--- config.mk ---
export PLATFORM = sky130hd
export DESIGN_NAME = dmem_arbiter
export DESIGN_NICKNAME = d
export VERILOG_FILES = /design/src/rtl/dmem_arbiter.sv
export SDC_FILE = /design/constraint.sdc
export NUM_CORES = 1
export LEC_CHECK = 0
export ABC_AREA = 1
export ABC_CLOCK_PERIOD_IN_PS = 8000
export BUFFER_PORTS_ARGS = -buffer_cell sky130_fd_sc_hd__buf_2
export CORE_ASPECT_RATIO = 0.7
export CORE_UTILIZATION = 47
export DETAILED_ROUTE_END_ITERATION = 8
export PLACE_DENSITY = 0.81
export RECOVER_POWER = 25
export SYNTH_ARGS = -nofsm -noshare
export SYNTH_HDL_FRONTEND = slang
export SYNTH_SLANG_ARGS = --single-unit
export TNS_END_PERCENT = 30
--- constraint.sdc ---
create_clock -name clk_i -period 8 [get_ports clk_i]
set_input_delay 1.6 -clock clk_i [delete_from_list [all_inputs] [get_ports clk_i]]
set_output_delay 1.6 -clock clk_i [all_outputs]
set_load 0.02 [all_outputs]
--- src/rtl/dmem_arbiter.sv ---
// dmem_arbiter
// Shares one single-port data memory between the two cores of the dual-core
// CPU. Each core raises a word load/store request and holds it until a
// one-cycle ack. Requests are served one at a time with round-robin priority.
// Out-of-range addresses complete with an error instead of touching memory.
// Arbitration decisions taken while both ports were requesting are counted.
//
// Ports
//   clk_i, rst_i                 clock, asynchronous active-high reset
//   req_i_n, we_i_n              request and store/load select from core n
//   addr_i_n, data_i_n           byte address and store data from core n
//   ack_o_n, err_o_n             completion pulse, out-of-range flag
//   data_o_n                     load data, held after the ack
//   stall_o_n                    request pending and not yet acknowledged
//   mem_addr_o, mem_data_o       word address and store data to memory
//   mem_read_o, mem_write_o      one-cycle memory strobes
//   mem_data_i                   combinational read data from memory
//   conflict_cnt_o               saturating count of contended decisions
module dmem_arbiter #(
   parameter int MEM_BYTES = 128,
   parameter int CNT_W     = 16
) (
   input  logic             clk_i,
   input  logic             rst_i,
   input  logic             req_i_1,
   input  logic             req_i_2,
   input  logic             we_i_1,
   input  logic             we_i_2,
   input  logic [31:0]      addr_i_1,
   input  logic [31:0]      addr_i_2,
   input  logic [31:0]      data_i_1,
   input  logic [31:0]      data_i_2,
   output logic             ack_o_1,
   output logic             ack_o_2,
   output logic [31:0]      data_o_1,
   output logic [31:0]      data_o_2,
   output logic             err_o_1,
   output logic             err_o_2,
   output logic             stall_o_1,
   output logic             stall_o_2,
   output logic [31:0]      mem_addr_o,
   output logic [31:0]      mem_data_o,
   output logic             mem_read_o,
   output logic             mem_write_o,
   input  logic [31:0]      mem_data_i,
   output logic [CNT_W-1:0] conflict_cnt_o
);

   localparam logic [31:0] MEM_LIMIT = 32'(MEM_BYTES);

   typedef enum logic [1:0] {
      IDLE   = 2'd0,
      ACCESS = 2'd1,
      RESP   = 2'd2
   } state_t;

   state_t      state;
   logic        gnt;
   logic        last;
   logic        we_q;
   logic [31:0] addr_q;
   logic [31:0] wdata_q;

   logic        pick_valid;
   logic        pick_port;
   logic        pick_conflict;
   logic        sel_we;
   logic [31:0] sel_addr;
   logic [31:0] sel_wdata;
   logic        sel_ok;
   logic        addr_ok;

   // Port encoding is 0 = core 1, 1 = core 2. In IDLE a tie goes to the port
   // that was not served last. In RESP only the waiting (non-granted) port is
   // considered, and it always counts as contended because the granted core
   // still holds its req during its ack cycle.
   always_comb begin
      pick_valid    = 1'b0;
      pick_port     = 1'b0;
      pick_conflict = 1'b0;
      case (state)
         IDLE: begin
            if (req_i_1 && req_i_2) begin
               pick_valid    = 1'b1;
               pick_port     = ~last;
               pick_conflict = 1'b1;
            end else if (req_i_1) begin
               pick_valid = 1'b1;
               pick_port  = 1'b0;
            end else if (req_i_2) begin
               pick_valid = 1'b1;
               pick_port  = 1'b1;
            end
         end
         RESP: begin
            if (gnt ? req_i_1 : req_i_2) begin
               pick_valid    = 1'b1;
               pick_port     = ~gnt;
               pick_conflict = 1'b1;
            end
         end
         default: begin
         end
      endcase
      sel_we    = pick_port ? we_i_2   : we_i_1;
      sel_addr  = pick_port ? addr_i_2 : addr_i_1;
      sel_wdata = pick_port ? data_i_2 : data_i_1;
      sel_ok    = (sel_addr < MEM_LIMIT);
   end

   assign addr_ok = (addr_q < MEM_LIMIT);

   // Memory address and store data always reflect the captured request; only
   // the strobes say whether the memory should act on them.
   assign mem_addr_o = {addr_q[31:2], 2'b00};
   assign mem_data_o = wdata_q;

   // Stall is held low during reset so a reset core pipeline is never frozen.
   assign stall_o_1 = req_i_1 & ~ack_o_1 & ~rst_i;
   assign stall_o_2 = req_i_2 & ~ack_o_2 & ~rst_i;

   // Main controller. The strobes are decided when the request is captured,
   // so they are flops that the asynchronous reset clears immediately and no
   // write can follow a reset edge. Out-of-range accesses clear the granted
   // port's data_o whether they were loads or stores.
   always_ff @(posedge clk_i or posedge rst_i) begin
      if (rst_i) begin
         state          <= IDLE;
         gnt            <= 1'b0;
         last           <= 1'b1;
         we_q           <= 1'b0;
         addr_q         <= '0;
         wdata_q        <= '0;
         ack_o_1        <= 1'b0;
         ack_o_2        <= 1'b0;
         err_o_1        <= 1'b0;
         err_o_2        <= 1'b0;
         data_o_1       <= '0;
         data_o_2       <= '0;
         mem_read_o     <= 1'b0;
         mem_write_o    <= 1'b0;
         conflict_cnt_o <= '0;
      end else begin
         ack_o_1     <= 1'b0;
         ack_o_2     <= 1'b0;
         err_o_1     <= 1'b0;
         err_o_2     <= 1'b0;
         mem_read_o  <= 1'b0;
         mem_write_o <= 1'b0;
         case (state)
            IDLE, RESP: begin
               if (pick_valid) begin
                  state       <= ACCESS;
                  gnt         <= pick_port;
                  last        <= pick_port;
                  we_q        <= sel_we;
                  addr_q      <= sel_addr;
                  wdata_q     <= sel_wdata;
                  mem_read_o  <= sel_ok & ~sel_we;
                  mem_write_o <= sel_ok & sel_we;
                  if (pick_conflict && (conflict_cnt_o != {CNT_W{1'b1}})) begin
                     conflict_cnt_o <= conflict_cnt_o + CNT_W'(1);
                  end
               end else begin
                  state <= IDLE;
               end
            end
            ACCESS: begin
               state   <= RESP;
               ack_o_1 <= ~gnt;
               ack_o_2 <= gnt;
               err_o_1 <= ~gnt & ~addr_ok;
               err_o_2 <= gnt & ~addr_ok;
               if (!addr_ok) begin
                  if (gnt) data_o_2 <= '0;
                  else     data_o_1 <= '0;
               end else if (!we_q) begin
                  if (gnt) data_o_2 <= mem_data_i;
                  else     data_o_1 <= mem_data_i;
               end
            end
            default: begin
               state <= IDLE;
            end
         endcase
      end
   end

endmodule
# Yosys cells after proc, flatten, opt, wreduce, memory -nomap -nowiden
# Cells that the tools add are included.
[word_totals] output_inout_bits=152 word_cells=82 register_bits=155 in_bits=166
[op_classes] n_eq_ne=6 n_bitwise=15 n_reduce_logical=10 n_mux=33 add_sub_neg=1 magnitude_cmp=2
[op_table] op="32-bit 2-to-1 mux" n=10
[op_table] op="32-bit by 8-bit < comparator with 1-bit output (second input constant)" n=2
[op_table] op="1-bit 2-to-1 mux" n=19
[op_table] op="16-bit by 1-bit adder with 16-bit output (second input constant)" n=1
[op_table] op="16-bit != test (second input constant)" n=1
[op_table] op="1-bit bitwise AND" n=8
[op_table] op="4-bit AND reduction" n=2
[op_table] op="1-bit NOT" n=7
[op_table] op="1-bit case mux with 2 select lines" n=3
[op_table] op="2-bit by 1-bit != test with 1-bit output (second input constant)" n=2
[op_table] op="2-bit case mux with 2 select lines" n=1
[op_table] op="2-bit nonzero test" n=2
[op_table] op="3-bit AND reduction" n=1
[op_table] op="2-bit by 1-bit == test with 1-bit output (second input constant)" n=1
[op_table] op="2-bit == test (second input constant)" n=1
[op_table] op="1-bit logical AND" n=2
[op_table] op="2-bit logical NOT" n=1
[op_table] op="2-bit != test (second input constant)" n=1
[op_table] op="2-bit AND reduction" n=1
[op_table] op="2-bit OR reduction" n=1

# Depth between registers and ports, before layout
# Gate-level depths: netlist of run 1.
[depth] word_depth=9 ltp_mapped=13

# Worst setup path after synthesis of run 1
# Ideal clock, no wire load.
[synth_timing] path_kind="input-to-output" from="in rst_i" to="out stall_o_1" t_arrival_ns=5.294 stages=3 path_slack_ns=1.106 t_required_ns=6.400 path_buffers=0 cell_sequence="inv_1 > nand2_1 > nor2_1"
[synth_via] elab_chain_len=2
[synth_rtl] element="start: declaration" line="24" source="input logic rst_i,"
[synth_rtl] element="1-bit NOT" line="119" source="assign stall_o_1 = req_i_1 & ~ack_o_1 & ~rst_i;"
[synth_rtl] element="1-bit bitwise AND" line="119"
[synth_rtl] element="end: declaration" line="39" source="output logic stall_o_1,"
# No other way between the ends.

# Worst setup path after layout of run 1
[layout_timing] from="in req_i_1" to="reg mem_read_o"
[layout_via] elab_chain_len=8
[layout_rtl] element="start: declaration" line="25" source="input logic req_i_1,"
[layout_rtl] element="1-bit 2-to-1 mux, or another cell as far along" line="96" source="if (gnt ? req_i_1 : req_i_2) begin"
[layout_rtl] element="1-bit 2-to-1 mux, on equally long branches" line="96, 83"
[layout_rtl] element="1-bit case mux with 2 select lines" line="81" source="case (state)"
[layout_rtl] element="32-bit 2-to-1 mux / 1-bit 2-to-1 mux (equally long branches)" line="106, 105"
[layout_rtl] element="32-bit by 8-bit < comparator with 1-bit output / 1-bit NOT (equally long branches)" line="108, 159"
[layout_rtl] element="1-bit bitwise AND" line="159" source="mem_read_o <= sel_ok & ~sel_we;"
[layout_rtl] element="1-bit 2-to-1 mux (*)" line="152" source="if (pick_valid) begin"
[layout_rtl] element="1-bit 2-to-1 mux (*)" line="150" source="case (state)"
[layout_rtl] element="end signal: assignment" line="159"
[layout_rtl] element="end: declaration" line="43" source="output logic mem_read_o,"
# Every way passes the cells marked *; elsewhere a longest branch is shown, timed or not.
# A chain may end at the register's enable or synchronous reset.

==> impl_metrics.py, run 1 <==
metrics = {
    "run_status": {
        "status": "finished, violations left",
        "violations": "max-capacitance violations, max-slew violations",
    },
    "routing": {
        "wl_per_cell_um": 14.30,
        "drt_pre_antenna_iters": 7,
        "ant_nets": 0,
        "drt-total-wl_mm": 18.54,
        "route.detailed.drc": 0,
        "via_count": 6373,
        "via_per_inst": 4.914,
        "drtIter0Drc": 309,
    },
    "clock_tree": {
        "clkLatencyLatePin_ps": 410,
        "ctsHoldBuffers": 0,
        "cts_setup_buffers": 0,
        "tritoncts": "built",
        "cts_made_buffers": 17,
        "cts.clk_slew.worst_paths_ps": 60,
        "htree_levels": 4,
        "clockBufferDepth": 2,
        "clock-sinks": 153,
        "ctsResizeCount": 0,
        "ctsRootBufferMaster": "clkbuf_16",
    },
    "synth": {
        "synth_area_leaders": "dfrtp_1, nand2_1, o21ai_0, nor2_1, a31oi_1",
        "syn_area_mm2": 0.006779,
        "synth_area_per_cell_um2": 8.400,
        "yosysTopAreaCell": "dfrtp_1",
        "ys_ff_latch": 153,
        "synth_cell_types": 26,
        "yosysWarnings": 0,
        "ys_seq_area_frac": 0.5650,
        "postSynthCellCount": 807,
        "synth_top_area_share": 0.5611,
    },
    "setup_path": {
        "worstPathMaxFanout": 64,
        "critPathBufInv": 2,
        "max_stage_delay_ps": 850,
        "cp.depth": 12,
        "crit_top_cell": "nand2_1",
        "crit_path_end_kind": "flop",
        "crit_family": "simple AND/OR/NAND/NOR gates",
        "r2r_slack_ps": 4260,
        "worstSetupPathType": "primary input to flop",
        "crit_end": "mem_read_o",
        "reg2reg_to": "data_o_2[2]",
        "reg2reg_from": "addr_q[25]",
        "path_cells": "buf_2, nand2_1, nand3_1, nand2_4, inv_2, nand2_1, nand2_1, nor2_1, nand2_1, nor2_1, nand2_1, nor2_1",
        "crit_start": "req_i_1",
        "cpMaxStageDelayCell": "nand2_4",
        "cp-start-kind": "primary input",
        "worst_ep_arrival_time_ps": 4620,
        "reg2regPathDepth": 9,
        "worst_ep_required_time_ps": 8330,
    },
    "die": {
        "start_util": 0.4839,
        "core-area_mm2": 0.01401,
        "dieArea_mm2": 0.01492,
        "num_rows": 36,
        "die_h_um": 102.5,
        "die_w_um": 145.5,
        "io_pins": 318,
    },
    "finish": {
        "multi_input_area_mm2": 0.002606,
        "mostFrequentLayoutCell": "nand2_1",
        "area_growth_pct": 31.08,
        "layout_common_cells": "nand2_1, buf_2, dfrtp_1",
        "drive_above_1_share": 0.2891,
        "final_nets": 1262,
        "fillers": 1194,
        "seqCellArea_mm2": 0.003830,
        "n_antenna_cell": 0,
    },
    "sta": {
        "final.setup.tns_ps": 0,
        "finalCritPeriodShare": 0.5361,
        "finalClockSkew_ps": 17.53,
        "maxSlewHeadroom": -0.1515,
        "worst_pin_slew_ps": 1727,
        "hold_viol": 0,
        "period_needed_ps": 4289,
        "maxSlewViolCount": 36,
        "hold_ws_ps": 467.6,
        "layout_setup_ws_ps": 3711,
        "fmax_mhz": 233.2,
        "rsz0062_at_grt": "no",
        "finalSetupViolations": 0,
    },
    "pwr": {
        "seq_power_share": 0.357,
        "ir_worst_vdd_uv": 181.1,
        "netSwitchingPower_uw": 1342,
        "p_per_area_mw_per_mm2": 352.7,
        "switching_share": 0.4282,
        "combPwrFrac": 0.399,
        "p_int_uw": 1792,
        "clockPowerShare": 0.244,
        "p_leak_uw": 0.004570,
    },
    "place": {
        "hpwl_mm": 13.35,
        "finalWeightedCongestion": 0.8695,
        "port_buffers": 311,
        "dpl_worst_slack_ps": 3351,
    },
    "global_route": {
        "grt_max_degree": 101,
        "first_global_vias": 5610,
        "overflow": 0,
        "grt_pass1_wl_mm": 28.81,
        "track_usage": 0.2477,
        "grt_antenna_before_repair": 1,
    },
    "worst_hold_path": {
        "min_from": "state[1]",
        "hold_class": "flop to flop",
    },
    "run": {
        "cap_violations": 1,
    },
}
## power groups by stage
stage	logic (µW)	registers, µW	clock network, µW
2_1_floorplan	667	1340	0
3_3_place_gp	1240	1120	0
3_5_place_dp	1260	1130	0
4_1_cts	1270	1120	778
5_1_grt	1390	1150	819
6_report	1250	1120	765
## cell usage after synthesis
library cell    n
or2_2           1
dfstp_2         1
xor2_1          6
nand2_2         3
clkbuf_1       13
buf_2          28
conb_1          1
dfrtp_1       152
nand3_1        19
nand2_4         1
o21ai_1         8
nor3_1          7
nor2_1         89
a31oi_1        46
inv_1          29
nand3b_1       14
mux2i_1         1
ha_1            1
nor3_4          1
buf_4           2
o21ai_0        77
buf_6           2
inv_2           2
nand2_1       290
xnor2_1         9
nand4_1         4
## flip-flops by register name, indices dropped and copies added (netlist names), 2 cells and up
name and cells:
addr_q 30, mem_data_o 32, conflict_cnt_o 16, state 2
data_o_2 32, data_o_1 32
## layout make-up
| cell class | instances | share of cell area |
|---|---|---|
| Sequential cell | 153 | 0.4310 |
| Timing Repair Buffer | 313 | 0.1719 |
| Clock buffer | 17 | 0.04787 |
| Tap cell | 190 | 0.02675 |
| Multi-Input combinational cell | 579 | 0.2933 |
| Inverter | 31 | 0.01366 |
| Clock inverter | 14 | 0.01549 |
## layer usage
metal	track usage	part of all wire
met3	0.06250	0.066
met1	0.3356	0.44
met2	0.4031	0.49
met5	0	0.00059
met4	0.06316	0.0089
## worst min path at each step
stage | slack (ps) | endpoint | cells after the start
4_1_cts | 470 | state[1] | 1
6_report | 470 | state[1] | 1
2_1_floorplan | 430 | state[1] | 1
3_5_place_dp | 460 | state[1] | 1
3_3_place_gp | 450 | state[1] | 1
5_1_grt | 500 | data_o_2[22] | 2
## stage by stage
stage | utilization | area [µm²] | instances | total power [µW]
2_1_floorplan | - | 6783 | 808 | 2009
4_1_cts | 0.6383 | 8941 | 1297 | 3163
5_1_grt | 0.6343 | 8886 | 1297 | 3357
6_report | 0.6343 | 8886 | 1297 | 3134
3_3_place_gp | 0.5981 | 8378 | 1266 | 2362
3_5_place_dp | 0.5981 | 8378 | 1266 | 2396
## cell families (layout without fill, tap and decap cells)
family,count (synthesis),in the layout,synth area share
AND/OR/NAND/NOR,429,429,0.2560
flip-flops,153,153,0.5650
AO/OA/AOI/OAI,131,131,0.1052
buffers and inverters,76,375,0.05057
XOR/XNOR,15,15,0.01938
adder cells (fa/ha/maj),1,1,0.001845
other,1,2,0.0005532
multiplexers,1,1,0.001477
Power figures use the tool's default switching activity.
==> run 2, diff against run 1 <==
ABC_CLOCK_PERIOD_IN_PS = 3600   (was 8000)
CORE_UTILIZATION = 42   (was 47)
PLACE_DENSITY = 0.76   (was 0.81)
clock period = 3.6 ns   (was 8 ns; I/O delays follow)
==> run 2 against run 1 <==
The run still ends with max-capacitance violations, max-slew violations left. Global-route usage fell by 1.6 points. Clock-buffer cell count increased by 1. Highest routed layer is now met4. Cell area up 2.1%. Largest power group unchanged.
==> impl_metrics.py, run 2 (synthesis results as in run 1) <==
metrics = {
    "run_status": {
        "status": "finished, violations left",
        "violations": "max-capacitance violations, max-slew violations",
    },
    "place": {
        "hpwl_mm": 13.83,
        "dpl_worst_slack_ps": 999.0,
        "placedCellCount": 1285,
        "finalWeightedCongestion": 0.8477,
        "port_buffers": 311,
    },
    "sta": {
        "final.setup.tns_ps": 0,
        "finalCritPeriodShare": 0.6670,
        "maxSlewViolCount": 154,
        "maxSlewHeadroom": -0.3941,
        "worst_pin_slew_ps": 2091,
        "finalClockSkew_ps": 12.68,
        "period_needed_ps": 2401,
        "layout_setup_ws_ps": 1199,
        "finalSetupViolations": 0,
        "hold_viol": 0,
        "fmax_mhz": 416.5,
        "rsz0062_at_grt": "no",
    },
    "global_route": {
        "overflow": 0,
        "track_usage": 0.2316,
        "first_global_vias": 5781,
        "grt_max_degree": 154,
        "grt_pass1_wl_mm": 29.99,
        "grt_antenna_before_repair": 0,
    },
    "die": {
        "die_h_um": 108.3,
        "io_pins": 318,
        "start_util": 0.4334,
        "core-area_mm2": 0.01564,
        "num_rows": 38,
        "dieArea_mm2": 0.01666,
        "die_w_um": 153.9,
    },
    "finish": {
        "drive_above_1_share": 0.3259,
        "multi_input_area_mm2": 0.002618,
        "seqCellArea_mm2": 0.003830,
        "fillers": 1407,
        "stdcell_count": 1318,
        "mostFrequentLayoutCell": "buf_2",
        "area_growth_pct": 33.87,
        "layout_common_cells": "buf_2, nand2_1, dfrtp_1",
        "final_nets": 1271,
    },
    "clock_tree": {
        "ctsRootBufferMaster": "clkbuf_16",
        "ctsHoldBuffers": 0,
        "clkLatencyLatePin_ps": 420,
        "clockBufferDepth": 2,
        "htree_levels": 4,
        "tritoncts": "built",
        "cts_made_buffers": 17,
        "ctsResizeCount": 0,
        "cts.clk_slew.worst_paths_ps": 60,
        "cts_setup_buffers": 0,
        "clock-sinks": 153,
    },
    "setup_path": {
        "max_stage_delay_ps": 1400,
        "worstSetupPathType": "primary input to async pin",
        "worst_ep_arrival_time_ps": 2500,
        "reg2reg_from": "state[0]",
        "crit_path_end_kind": "async pin",
        "worstPathMaxFanout": 153,
        "path_cells": "clkbuf_1, clkinvlp_2, clkbuf_4",
        "worst_ep_required_time_ps": 3700,
        "cp-start-kind": "primary input",
        "r2r_slack_ps": 1390,
        "crit_start": "rst_i",
        "cpMaxStageDelayCell": "clkbuf_4",
    },
    "routing": {
        "drt_pre_antenna_iters": 5,
        "wl_per_cell_um": 14.31,
        "route.detailed.drc": 0,
        "drt-total-wl_mm": 18.85,
        "drtIter0Drc": 505,
        "via_count": 6440,
        "ant_nets": 0,
        "via_per_inst": 4.886,
    },
    "pwr": {
        "p_leak_uw": 0.004770,
        "p_per_area_mw_per_mm2": 789.0,
        "power_uw": 7160,
        "ir_worst_vdd_uv": 463.3,
    },
    "run": {
        "cap_violations": 1,
    },
    "worst_hold_path": {
        "min_from": "last",
        "hold_class": "flop to flop",
    },
}
==> run 2: changes by cell type in the layout (fill, tap and decap cells not counted), moves of 2 or more <==
cell / delta
clkbuf_1: -32
buf_4: +9
clkinv_8: +2
buf_2: +31
clkinv_2: -2
==> run 2: cell type report <==
cell class	count	share of cell area
timing repair buffer	322	0.1805
clock buffer	18	0.04839
multi-input combinational	579	0.2884
sequential	153	0.4220
inverter	31	0.01296
antenna	1	0.0002757
clock inverter	14	0.01985
tap	200	0.02757
==> run 2: worst max-delay path: cells and delay by family <==
family	cells	cell delay (ps)
buffers and inverters	3	1570
==> run 2: metrics by stage <==
step	cell area (µm²)	hold WS, ps	util
after floorplan	6787	434.8	-
after global placement	8469	454.9	0.5414
after detailed placement	8469	463.8	0.5414
after CTS	9089	473.8	0.5810
after global routing	9072	495.0	0.5800
final	9075	468.3	0.5801
==> run 2: metal layers <==
metal,part of all wire,wire length [µm],GRT usage
met5,0,0,0
met4,0.0085,161,0.05714
met3,0.065,1226,0.06172
met2,0.48,9133,0.3825
met1,0.44,8332,0.3047
==> run 2: power by group <==
part / total (µW) / internal (µW) / switching (µW)
sequential: 2480 / 2180 / 299
combinational: 2840 / 882 / 1960
clock: 1840 / 1070 / 768
total: 7160 / 4140 / 3020
==> run 2: worst paths after layout <==
kind                                to  cells after the start
max in group clk_i         mem_write_o                     12
setup reg to reg           mem_write_o                     12
min in group asynchronous    addr_q[9]                      3
setup / recovery            addr_q[11]                      3
hold reg to reg                   last                      2
hold / removal                    last                      2
